--- src/rtl/ps2_rx_frame.sv ---
// PS/2 device-to-host receiver: pad synchronisers, PS2_CLK deglitch filter,
// 11-bit frame deserialiser with parity/framing checks and a scan-code FIFO.
module ps2_rx_frame #(
  parameter int FILTER_LEN     = 8,
  parameter int TIMEOUT_CYCLES = 50000,
  parameter int FIFO_DEPTH     = 4
) (
  input  logic       FAB_CLK,
  input  logic       RESET,
  input  logic       PS2_CLK,
  input  logic       PS2_DATA,
  input  logic       SCAN_READY,
  input  logic       CLR_OVF,
  output logic [7:0] SCAN_CODE,
  output logic       SCAN_VALID,
  output logic       PARITY_ERR,
  output logic       FRAME_ERR,
  output logic       OVERFLOW
);

  localparam int PTR_W = (FIFO_DEPTH > 1) ? $clog2(FIFO_DEPTH) : 1;
  localparam int CNT_W = PTR_W + 1;
  localparam int TO_W  = $clog2(TIMEOUT_CYCLES + 1);

  typedef enum logic [1:0] {IDLE, DATA, PARITY, STOP} state_t;

  logic [1:0]       clk_sync, data_sync;
  logic             filt_clk, strobe, data_bit;
  logic [3:0]       filt_cnt;
  state_t           state, state_next;
  logic [2:0]       bit_cnt;
  logic [7:0]       shift_reg;
  logic             parity_bit;
  logic [TO_W-1:0]  to_cnt;
  logic             timeout_hit, push_req, perr_set, ferr_set;
  logic [7:0]       mem [FIFO_DEPTH];
  logic [PTR_W-1:0] rd_ptr, wr_ptr;
  logic [CNT_W-1:0] count;
  logic             pop, full, push_ok, ovf_evt;

  assign data_bit = data_sync[1];

  // The filtered clock only follows the pad after FILTER_LEN consecutive
  // disagreeing samples; the strobe marks a filtered 1->0 transition.
  always_ff @(posedge FAB_CLK) begin
    if (RESET) begin
      clk_sync  <= 2'b11;
      data_sync <= 2'b11;
      filt_clk  <= 1'b1;
      filt_cnt  <= '0;
      strobe    <= 1'b0;
    end else begin
      clk_sync  <= {clk_sync[0], PS2_CLK};
      data_sync <= {data_sync[0], PS2_DATA};
      strobe    <= 1'b0;
      if (clk_sync[1] == filt_clk) begin
        filt_cnt <= '0;
      end else if (filt_cnt == 4'(FILTER_LEN - 1)) begin
        filt_clk <= clk_sync[1];
        filt_cnt <= '0;
        strobe   <= filt_clk;
      end else begin
        filt_cnt <= filt_cnt + 4'd1;
      end
    end
  end

  always_comb begin
    state_next  = state;
    push_req    = 1'b0;
    perr_set    = 1'b0;
    ferr_set    = 1'b0;
    timeout_hit = (state != IDLE) && !strobe && (to_cnt == TO_W'(TIMEOUT_CYCLES - 1));
    if (timeout_hit) begin
      ferr_set   = 1'b1;
      state_next = IDLE;
    end else if (strobe) begin
      case (state)
        IDLE:   if (!data_bit) state_next = DATA;
        DATA:   if (bit_cnt == 3'd7) state_next = PARITY;
        PARITY: state_next = STOP;
        STOP: begin
          state_next = IDLE;
          // A bad stop bit outranks a parity failure.
          if (!data_bit)                     ferr_set = 1'b1;
          else if (!(^{shift_reg, parity_bit})) perr_set = 1'b1;
          else                               push_req = 1'b1;
        end
        default: state_next = IDLE;
      endcase
    end
  end

  always_ff @(posedge FAB_CLK) begin
    if (RESET) begin
      state      <= IDLE;
      bit_cnt    <= '0;
      shift_reg  <= '0;
      parity_bit <= 1'b0;
      to_cnt     <= '0;
      PARITY_ERR <= 1'b0;
      FRAME_ERR  <= 1'b0;
    end else begin
      state      <= state_next;
      PARITY_ERR <= perr_set;
      FRAME_ERR  <= ferr_set;
      if (state == IDLE || strobe || timeout_hit) to_cnt <= '0;
      else                                        to_cnt <= to_cnt + TO_W'(1);
      if (strobe) begin
        case (state)
          IDLE: bit_cnt <= '0;
          DATA: begin
            shift_reg <= {data_bit, shift_reg[7:1]};
            bit_cnt   <= bit_cnt + 3'd1;
          end
          PARITY:  parity_bit <= data_bit;
          default: ;
        endcase
      end
    end
  end

  // A push into a full FIFO still succeeds when a pop frees a slot that cycle.
  assign pop        = SCAN_VALID && SCAN_READY;
  assign full       = (count == CNT_W'(FIFO_DEPTH));
  assign push_ok    = push_req && (!full || pop);
  assign ovf_evt    = push_req && full && !pop;
  assign SCAN_VALID = (count != '0);
  assign SCAN_CODE  = SCAN_VALID ? mem[rd_ptr] : 8'h00;

  always_ff @(posedge FAB_CLK) begin
    if (push_ok) mem[wr_ptr] <= shift_reg;
  end

  always_ff @(posedge FAB_CLK) begin
    if (RESET) begin
      rd_ptr   <= '0;
      wr_ptr   <= '0;
      count    <= '0;
      OVERFLOW <= 1'b0;
    end else begin
      if (push_ok) wr_ptr <= wr_ptr + PTR_W'(1);
      if (pop)     rd_ptr <= rd_ptr + PTR_W'(1);
      if (push_ok && !pop)      count <= count + CNT_W'(1);
      else if (pop && !push_ok) count <= count - CNT_W'(1);
      if (ovf_evt)      OVERFLOW <= 1'b1;
      else if (CLR_OVF) OVERFLOW <= 1'b0;
    end
  end

endmodule

--- config.mk ---
export PLATFORM = sky130hd
export DESIGN_NAME = ps2_rx_frame
export DESIGN_NICKNAME = d
export VERILOG_FILES = /design/src/rtl/ps2_rx_frame.sv
export SDC_FILE = /design/constraint.sdc
export NUM_CORES = 1
export LEC_CHECK = 0
export ABC_AREA = 1
export CAP_MARGIN = 0
export CORE_MARGIN = 5
export CORE_UTILIZATION = 50
export DETAILED_ROUTE_END_ITERATION = 16
export GPL_TIMING_DRIVEN = 0
export MAX_ROUTING_LAYER = met4
export PLACE_DENSITY = 0.68
export SYNTH_ARGS = -nofsm -noshare
export SYNTH_HDL_FRONTEND = slang
export SYNTH_SLANG_ARGS = --single-unit
--- constraint.sdc ---
create_clock -name FAB_CLK -period 3.4 [get_ports FAB_CLK]
set_input_delay 0.85 -clock FAB_CLK [delete_from_list [all_inputs] [get_ports FAB_CLK]]
set_output_delay 0.85 -clock FAB_CLK [all_outputs]
set_load 0.005 [all_outputs]
==> flow_summary.yaml, run 1 <==
routing:
  antenna_left: 0
  viasPerCell: 4.89
  route.vias.total: 2625
  totalWireLength_mm: 6.55
  drt_first_pass_iters: 4
  wl_per_cell_um: 12.2
  drcViolationCount: 0
  drtIter0Drc: 114
sta:
  fin_skew_ns: 0.00576
  finalHoldViolations: 0
  timing.setup.tns_ns: 0
  fin_crit_ns: 3.06
  fmax_mhz: 327
  rsz0062_at_grt: "no"
  fin_crit_sh_pct: 89.9
  maxSlewHeadroom_pct: 49.1
  setup_viol: 0
  slew_viol_final: 0
  worstMarginPinSlew_ns: 0.760
clock_network:
  h-tree-depth: 3
  cts_sinks: 84
  cts_tree: "built"
  cts_buffer_depth: 2
  hold_buffers: 0
  cts_root_buffer: "clkbuf_8"
  clk_latency_ns: 0.34
  clkTransAtPathRegs_ns: 0.08
  cts.repair.resized: 0
  cts_made_buffers: 9
  post_cts_buffers: 0
pwr:
  p_leak_uw: 0.00149
  vdd_drop_max_mv: 0.282
  power.density_nw_per_um2: 578
finish:
  layout-drive-gt1-share_pct: 11.0
  final_nets: 453
  fin_cells: 537
  fin_util_pct: 58.6
  final_cell_area_um2: 4230
  largest_reg_flops: 32
  antennaDiodeCount: 0
  area_delta_synth_final_pct: 14.2
hold_path:
  hold_path_depth: 1
  hold_path.class: "reg2reg"
global_route:
  antenna_found_initial: 0
  grt_pass1_vias: 2498
  grt_max_degree: 14
  grt_usage_pct: 16.0
  grt_pass1_wl_mm: 11.1
  overflow: 0
floorplan:
  die_width_um: 96.1
  die_area_um2: 9230
  floorplan.rows: 31
  io_pins: 18
  core-area_um2: 7210
  start_util_pct: 51.3
  die_y_um: 96.1
status:
  status: "complete, no violations"
critical_path:
  endpoint_kind: "output pin"
  critPathKind: "reg2out"
  cp_max_fo: 9
  arrival_ns: 2.21
  crit_path_start_kind: "flop"
  reg2reg_depth: 17
  required_ns: 2.55
placed_design:
  place_congestion: 0.823
  port_buffers: 17
  place_hpwl_mm: 4.57
  post-place-cells: 521
  placed_cell_area_um2: 4000
synth:
  ys_seq_area_share_pct: 54.1
  syn_inst: 405
  synth_warnings: 0
  synth.avg_cell_area_um2: 9.14
  synth_ff_type: "dfxtp_1"
  ys_seq_elements: 84
  async_flop_share_pct: 0
  synth-edff-count: 32
  syn_area_um2: 3700
  ys_types: 36
  synth_nets: 425
run:
  cap_violations: 0
cells by family after synthesis:
group | after synthesis | synth area share [%]
AND/OR/NAND/NOR | 174 | 23.6
flip-flops | 84 | 54.1
AO/OA/AOI/OAI | 67 | 9.29
buffers and inverters | 57 | 5.98
adder cells (fa/ha/maj) | 14 | 4.93
XOR/XNOR | 9 | 2.13
placed cells by master (no fill, tap or decap), types with 7 or more instances in the layout:
master / netlist / final
o21ai_0: 29 / 29
nor2_1: 68 / 68
nor3_1: 7 / 7
edfxtp_1: 32 / 32
nand2_1: 45 / 45
inv_1: 42 / 42
clkbuf_8: 0 / 9
clkbuf_1: 5 / 7
ha_1: 13 / 13
dfxtp_1: 52 / 52
a21oi_1: 33 / 33
nand4_1: 7 / 7
clkdlybuf4s50_1: 0 / 17
nand3_1: 12 / 12
area by class of cell:
class,count,area (um2)
Fill cell,652,2990
Sequential cell,84,2000
Multi-Input combinational cell,264,1480
Inverter,48,180
Timing Repair Buffer,17,170
Clock buffer,11,131
Tap cell,99,124
Clock inverter,5,100
Buffer,9,41.3
worst paths after layout:
check,startpoint,end,slack [ns]
worst max register to register,shift_reg[7],count[2],0.85
worst min register to register,data_sync[0],data_sync[1],0.41
worst min-delay path,data_sync[0],data_sync[1],0.41
worst max-delay path,flop,SCAN_CODE[4],0.34
report_power, final:
group | internal, uW | total (uW) | switching [uW]
Clock | 486 | 817 | 331
Sequential | 1070 | 1090 | 23.6
Combinational | 273 | 539 | 265
stage by stage:
step           hold WS, ns  setup WS (ns)  power, uW
4_1_cts              0.415          0.306       2480
2_1_floorplan        0.389           1.11       1350
6_report             0.412          0.345       2450
5_1_grt              0.426          0.131       2570
3_5_place_dp         0.395          0.333       1660
3_3_place_gp         0.393          0.407       1650
layer usage:
layer | track usage [%] | wire length, um
met1 | 19.0 | 3030
met2 | 26.8 | 3250
met3 | 3.44 | 221
met4 | 5.81 | 43
met5 | - | 0
critical path, stage by stage, from the launching register on:
cell and delay, ns:
dfxtp_1 0.31, clkbuf_1 0.35, inv_1 0.27, nor2_1 0.14
o21ai_0 0.09, a21oi_1 0.18, clkdlybuf4s50_1 0.53
cell usage after synthesis (2+ instances only):
cell / instances / area, um2
nor2_1: 68 / 255
nor2_4: 3 / 33.8
nor3b_2: 4 / 50.1
nand3b_1: 2 / 15.0
o211ai_1: 2 / 15.0
nand2_2: 5 / 31.3
nor2_2: 2 / 12.5
nor3b_1: 2 / 15.0
clkbuf_1: 5 / 18.8
o21ai_1: 2 / 10.0
inv_1: 42 / 158
dfxtp_1: 52 / 1040
nor4_1: 4 / 25.0
nor3_1: 7 / 35.0
nand3_2: 3 / 30.0
nand4_1: 7 / 43.8
buf_2: 3 / 15.0
nand3_4: 2 / 35.0
ha_1: 13 / 163
edfxtp_1: 32 / 961
xnor2_1: 3 / 26.3
a21oi_1: 33 / 165
nand2_1: 45 / 169
nand3_1: 12 / 60.1
or2_2: 4 / 25.0
o21ai_0: 29 / 145
inv_2: 5 / 18.8
xor2_1: 6 / 52.6
No activity file was read; power rests on OpenSTA's default activity.
==> inputs of run 2 (changes only) <==
--- a/config.mk
+++ b/config.mk
@@ -7,7 +7,7 @@
 export LEC_CHECK = 0
 export ABC_AREA = 1
 export CAP_MARGIN = 0
-export CORE_MARGIN = 5
+export CORE_ASPECT_RATIO = 1.5
 export CORE_UTILIZATION = 50
 export DETAILED_ROUTE_END_ITERATION = 16
 export GPL_TIMING_DRIVEN = 0
==> run 2 against run 1 <==
Against the previous run: setup slack gained 0.048 ns; total power shrank 3.9%; non-clock buffer count is the same; register-to-register slack gained 0.11 ns; via count grew 0.46%; die area shrank 16%; clock power shrank 9.2%; worst hold slack gained 0.0031 ns; utilization is essentially flat; fmax grew 1.6%; largest cell class unchanged.
==> flow_summary.yaml, run 2 (synthesis results as in run 1) <==
finish:
  fin_util_pct: 58.6
  layout_commonest_cell: "nor2_1"
  final_cell_area_um2: 4210
  antennaDiodeCount: 0
  layout_common_cells: "nor2_1, dfxtp_1, nand2_1"
  final_nets: 453
  n_fill_cell: 636
  largest_reg_flops: 32
  area_delta_synth_final_pct: 13.6
  layout-drive-gt1-share_pct: 10.7
routing:
  antenna_left: 0
  drcViolationCount: 0
  drt_first_pass_iters: 4
  wl_per_cell_um: 12.0
  totalWireLength_mm: 6.43
  viasPerCell: 4.90
  drtIter0Drc: 173
  route.vias.total: 2637
clock_network:
  cts_made_buffers: 9
  h-tree-depth: 3
  cts_buffer_depth: 2
  post_cts_buffers: 0
  clk_latency_ns: 0.36
  cts_sinks: 84
  hold_buffers: 0
  cts_tree: "built"
  cts_root_buffer: "clkbuf_8"
  clkTransAtPathRegs_ns: 0.07
  cts.repair.resized: 0
placed_design:
  place_congestion: 0.829
  place_hpwl_mm: 4.75
  placed_cell_area_um2: 4000
  port_buffers: 17
critical_path:
  crit_family: "buffers and inverters"
  cp_cell_sequence: "clkbuf_1 > inv_1 > nor2_1 > o21ai_0 > a21oi_1 > clkdlybuf4s50_1"
  required_ns: 2.55
  endpoint_kind: "output pin"
  cpPeakStageDelay_ns: 0.51
  cp_max_fo: 9
  arrival_ns: 2.16
  crit_path_start_kind: "flop"
  slowest_stage: "clkdlybuf4s50_1"
  cp_num_buf_inv: 3
  critPathKind: "reg2out"
global_route:
  grt_usage_pct: 19.4
  overflow: 0
  antenna_found_initial: 0
  grt_max_degree: 14
  grt_pass1_wl_mm: 11.1
  grt_pass1_vias: 2567
pwr:
  total_power_uw: 2350
  p_leak_uw: 0.00147
  vdd_drop_max_mv: 0.316
  power.density_nw_per_um2: 559
floorplan:
  die_area_um2: 7760
  die_width_um: 72.3
  die_y_um: 107
  floorplan.rows: 38
  start_util_pct: 51.6
  io_pins: 18
  core-area_um2: 7180
sta:
  fin_skew_ns: 0.00560
  maxSlewHeadroom_pct: 48.8
  worstMarginPinSlew_ns: 0.765
  fin_crit_ns: 3.01
  setup_viol: 0
  slew_viol_final: 0
  rsz0062_at_grt: "no"
  timing.setup.tns_ns: 0
  finalHoldViolations: 0
  fmax_mhz: 332
  fin_crit_sh_pct: 88.5
hold_path:
  hold_path.class: "reg2reg"
run:
  cap_violations: 0
status:
  status: "complete, no violations"
-- run 2: changes by cell type in the layout (fill, tap and decap cells not counted), sizes merged --
cell	delta
bufinv	-1
clkinvlp	+1
-- run 2: layout make-up --
cell class,instances,area (um2),share of cell area (%)
Clock inverter,5,76.3,1.81
Sequential cell,84,2000,47.6
Inverter,48,180,4.28
Tap cell,100,125,2.97
Multi-Input combinational cell,264,1480,35.2
Buffer,9,41.3,0.982
Timing Repair Buffer,17,170,4.05
Clock buffer,11,131,3.12
-- run 2: worst reg2reg max path, delay by kind of cell, from the launching register on --
family	cells	cell delay [ns]
buf+inv	3	0.23
simple gates	8	0.70
flops	1	0.44
fa+ha+maj	2	0.51
compound gates	4	0.47
-- run 2: worst paths after layout --
path | endpoint | depth (start not counted) | from | slack (ns)
max | SCAN_CODE[7] | 6 | flop | 0.39
min | clk_sync[1] | 1 | clk_sync[0] | 0.42
min reg2reg | clk_sync[1] | 1 | clk_sync[0] | 0.42
max reg2reg | count[2] | 17 | shift_reg[7] | 0.96
-- run 2: power breakdown --
group / leakage (uW) / internal (uW) / switching [uW]
logic: 0.000733 / 271 / 248
registers: 0.000641 / 1070 / 22.6
clock network: 0.000101 / 410 / 332
-- run 2: per-stage QoR --
step                hold slack, ns  instances  worst slack [ns]
floorplan                    0.389        405              1.11
global placement             0.393        522             0.504
global route                 0.431        538             0.181
finish                       0.415        538             0.392
CTS                          0.416        538             0.333
detailed placement           0.398        522             0.460
-- run 2: routing by layer --
| layer | part of all wire, % | GRT usage (%) | vias up |
|---|---|---|---|
| met3 | 1.9 | 2.34 | 12 |
| li1 | - | - | 1399 |
| met2 | 54 | 36.3 | 28 |
| met5 | 0 | - | - |
| met1 | 41 | 18.4 | 1198 |
| met4 | 3.0 | 11.8 | 0 |
==> inputs of run 3 (changes only) <==
--- a/config.mk
+++ b/config.mk
@@ -8,11 +8,11 @@
 export ABC_AREA = 1
 export CAP_MARGIN = 0
 export CORE_ASPECT_RATIO = 1.5
-export CORE_UTILIZATION = 50
+export CORE_UTILIZATION = 30
 export DETAILED_ROUTE_END_ITERATION = 16
 export GPL_TIMING_DRIVEN = 0
 export MAX_ROUTING_LAYER = met4
-export PLACE_DENSITY = 0.68
+export SKIP_LAST_GASP = 1
 export SYNTH_ARGS = -nofsm -noshare
 export SYNTH_HDL_FRONTEND = slang
 export SYNTH_SLANG_ARGS = --single-unit
==> run 3 against run 2 <==
Against the previous run: fmax is 1.6% lower; final area is 3.8% higher; largest power group unchanged; setup slack worse by 0.048 ns; wire length is 5.8% higher; final cell count is 9.9% higher; critical path type unchanged; register-to-register slack worse by 0.06 ns.
==> flow_summary.yaml, run 3 (synthesis results as in run 1) <==
run:
  cap_violations: 0
finish:
  layout_commonest_cell: "nor2_1"
  layout_common_cells: "nor2_1, dfxtp_1, nand2_1"
  fin_cells: 591
  layout-drive-gt1-share_pct: 11.4
  fin_util_pct: 36.3
  n_fill_cell: 1257
  antennaDiodeCount: 0
  largest_reg_flops: 32
  area_delta_synth_final_pct: 17.9
  final_nets: 453
routing:
  antenna_left: 0
  wl_per_cell_um: 11.5
  drtIter0Drc: 134
  totalWireLength_mm: 6.81
  drt_first_pass_iters: 5
  drcViolationCount: 0
  route.vias.total: 2620
  viasPerCell: 4.43
status:
  status: "complete, no violations"
clock_network:
  cts_buffer_depth: 2
  clk_latency_ns: 0.33
  cts_tree: "built"
  cts.repair.resized: 0
  clkTransAtPathRegs_ns: 0.06
  cts_root_buffer: "clkbuf_16"
  cts_made_buffers: 9
  h-tree-depth: 3
  post_cts_buffers: 0
  hold_buffers: 0
  cts_sinks: 84
global_route:
  overflow: 0
  grt_pass1_vias: 2625
  grt_pass1_wl_mm: 11.7
  grt_max_degree: 16
  grt_usage_pct: 11.9
  antenna_found_initial: 0
critical_path:
  required_ns: 2.55
  cp_max_fo: 9
  crit_path_start_kind: "flop"
  endpoint_kind: "output pin"
  critPathKind: "reg2out"
  arrival_ns: 2.21
floorplan:
  start_util_pct: 30.8
  die_area_um2: 12800
  die_y_um: 138
  io_pins: 18
  die_width_um: 92.7
  floorplan.rows: 49
  core-area_um2: 12000
pwr:
  power.density_nw_per_um2: 592
  p_leak_uw: 0.00152
  vdd_drop_max_mv: 0.251
placed_design:
  place_hpwl_mm: 5.04
  pre_cts_slack_ns: 0.395
  port_buffers: 17
  place_congestion: 0.814
  post-place-cells: 575
sta:
  maxSlewHeadroom_pct: 46.5
  worstMarginPinSlew_ns: 0.799
  setup_viol: 0
  timing.setup.tns_ns: 0
  hold-worst-slack_ns: 0.410
  fmax_mhz: 327
  fin_crit_sh_pct: 89.9
  worst_slack_ns: 0.345
  fin_crit_ns: 3.06
  rsz0062_at_grt: "no"
  finalHoldViolations: 0
  fin_skew_ns: 0.00797
  slew_viol_final: 0
hold_path:
  hold_path.class: "reg2reg"
run 3: cell type report:
class                      instances  area [um2]  area share, %
sequential                        84        2000           45.9
inverter                          48         180           4.13
clock inverter                     7        75.1           1.72
multi-input combinational        264        1480           33.9
buffer                             9        41.3          0.946
tap                              153         191           4.39
clock buffer                       9         225           5.16
timing repair buffer              17         170           3.90
run 3: layer usage:
metal | share of wire (%) | vias up | GRT usage, %
li1 | - | 1406 | -
met1 | 43 | 1180 | 12.5
met2 | 53 | 26 | 21.1
met3 | 2.3 | 8 | 2.53
met4 | 1.6 | 0 | 5.34
met5 | 0 | - | -
run 3: per-stage QoR:
step | instance area [um2] | power [uW]
after detailed placement | 4070 | 1660
final | 4370 | 2580
after floorplan | 3700 | 1350
after global placement | 4070 | 1650
after CTS | 4370 | 2620
after global routing | 4370 | 2720
run 3: final timing paths:
| path | start | to | slack (ns) | cells past startpoint |
|---|---|---|---|---|
| worst min register to register | data_sync[0] | data_sync[1] | 0.41 | 1 |
| worst min-delay path | data_sync[0] | data_sync[1] | 0.41 | 1 |
| worst max register to register | shift_reg[7] | count[2] | 0.90 | 17 |
| worst max-delay path | flop | SCAN_CODE[0] | 0.34 | 6 |
run 3: critical path: stages, from the launching register on:
cell	delay, ns
dfxtp_1	0.30
clkbuf_1	0.37
inv_1	0.26
nor2_1	0.15
o21ai_0	0.09
a21oi_1	0.18
clkdlybuf4s50_1	0.52
run 3: power breakdown:
part	switching (uW)	internal, uW
Combinational	262	272
Clock	387	573
Sequential	21.9	1070
Total	670	1910
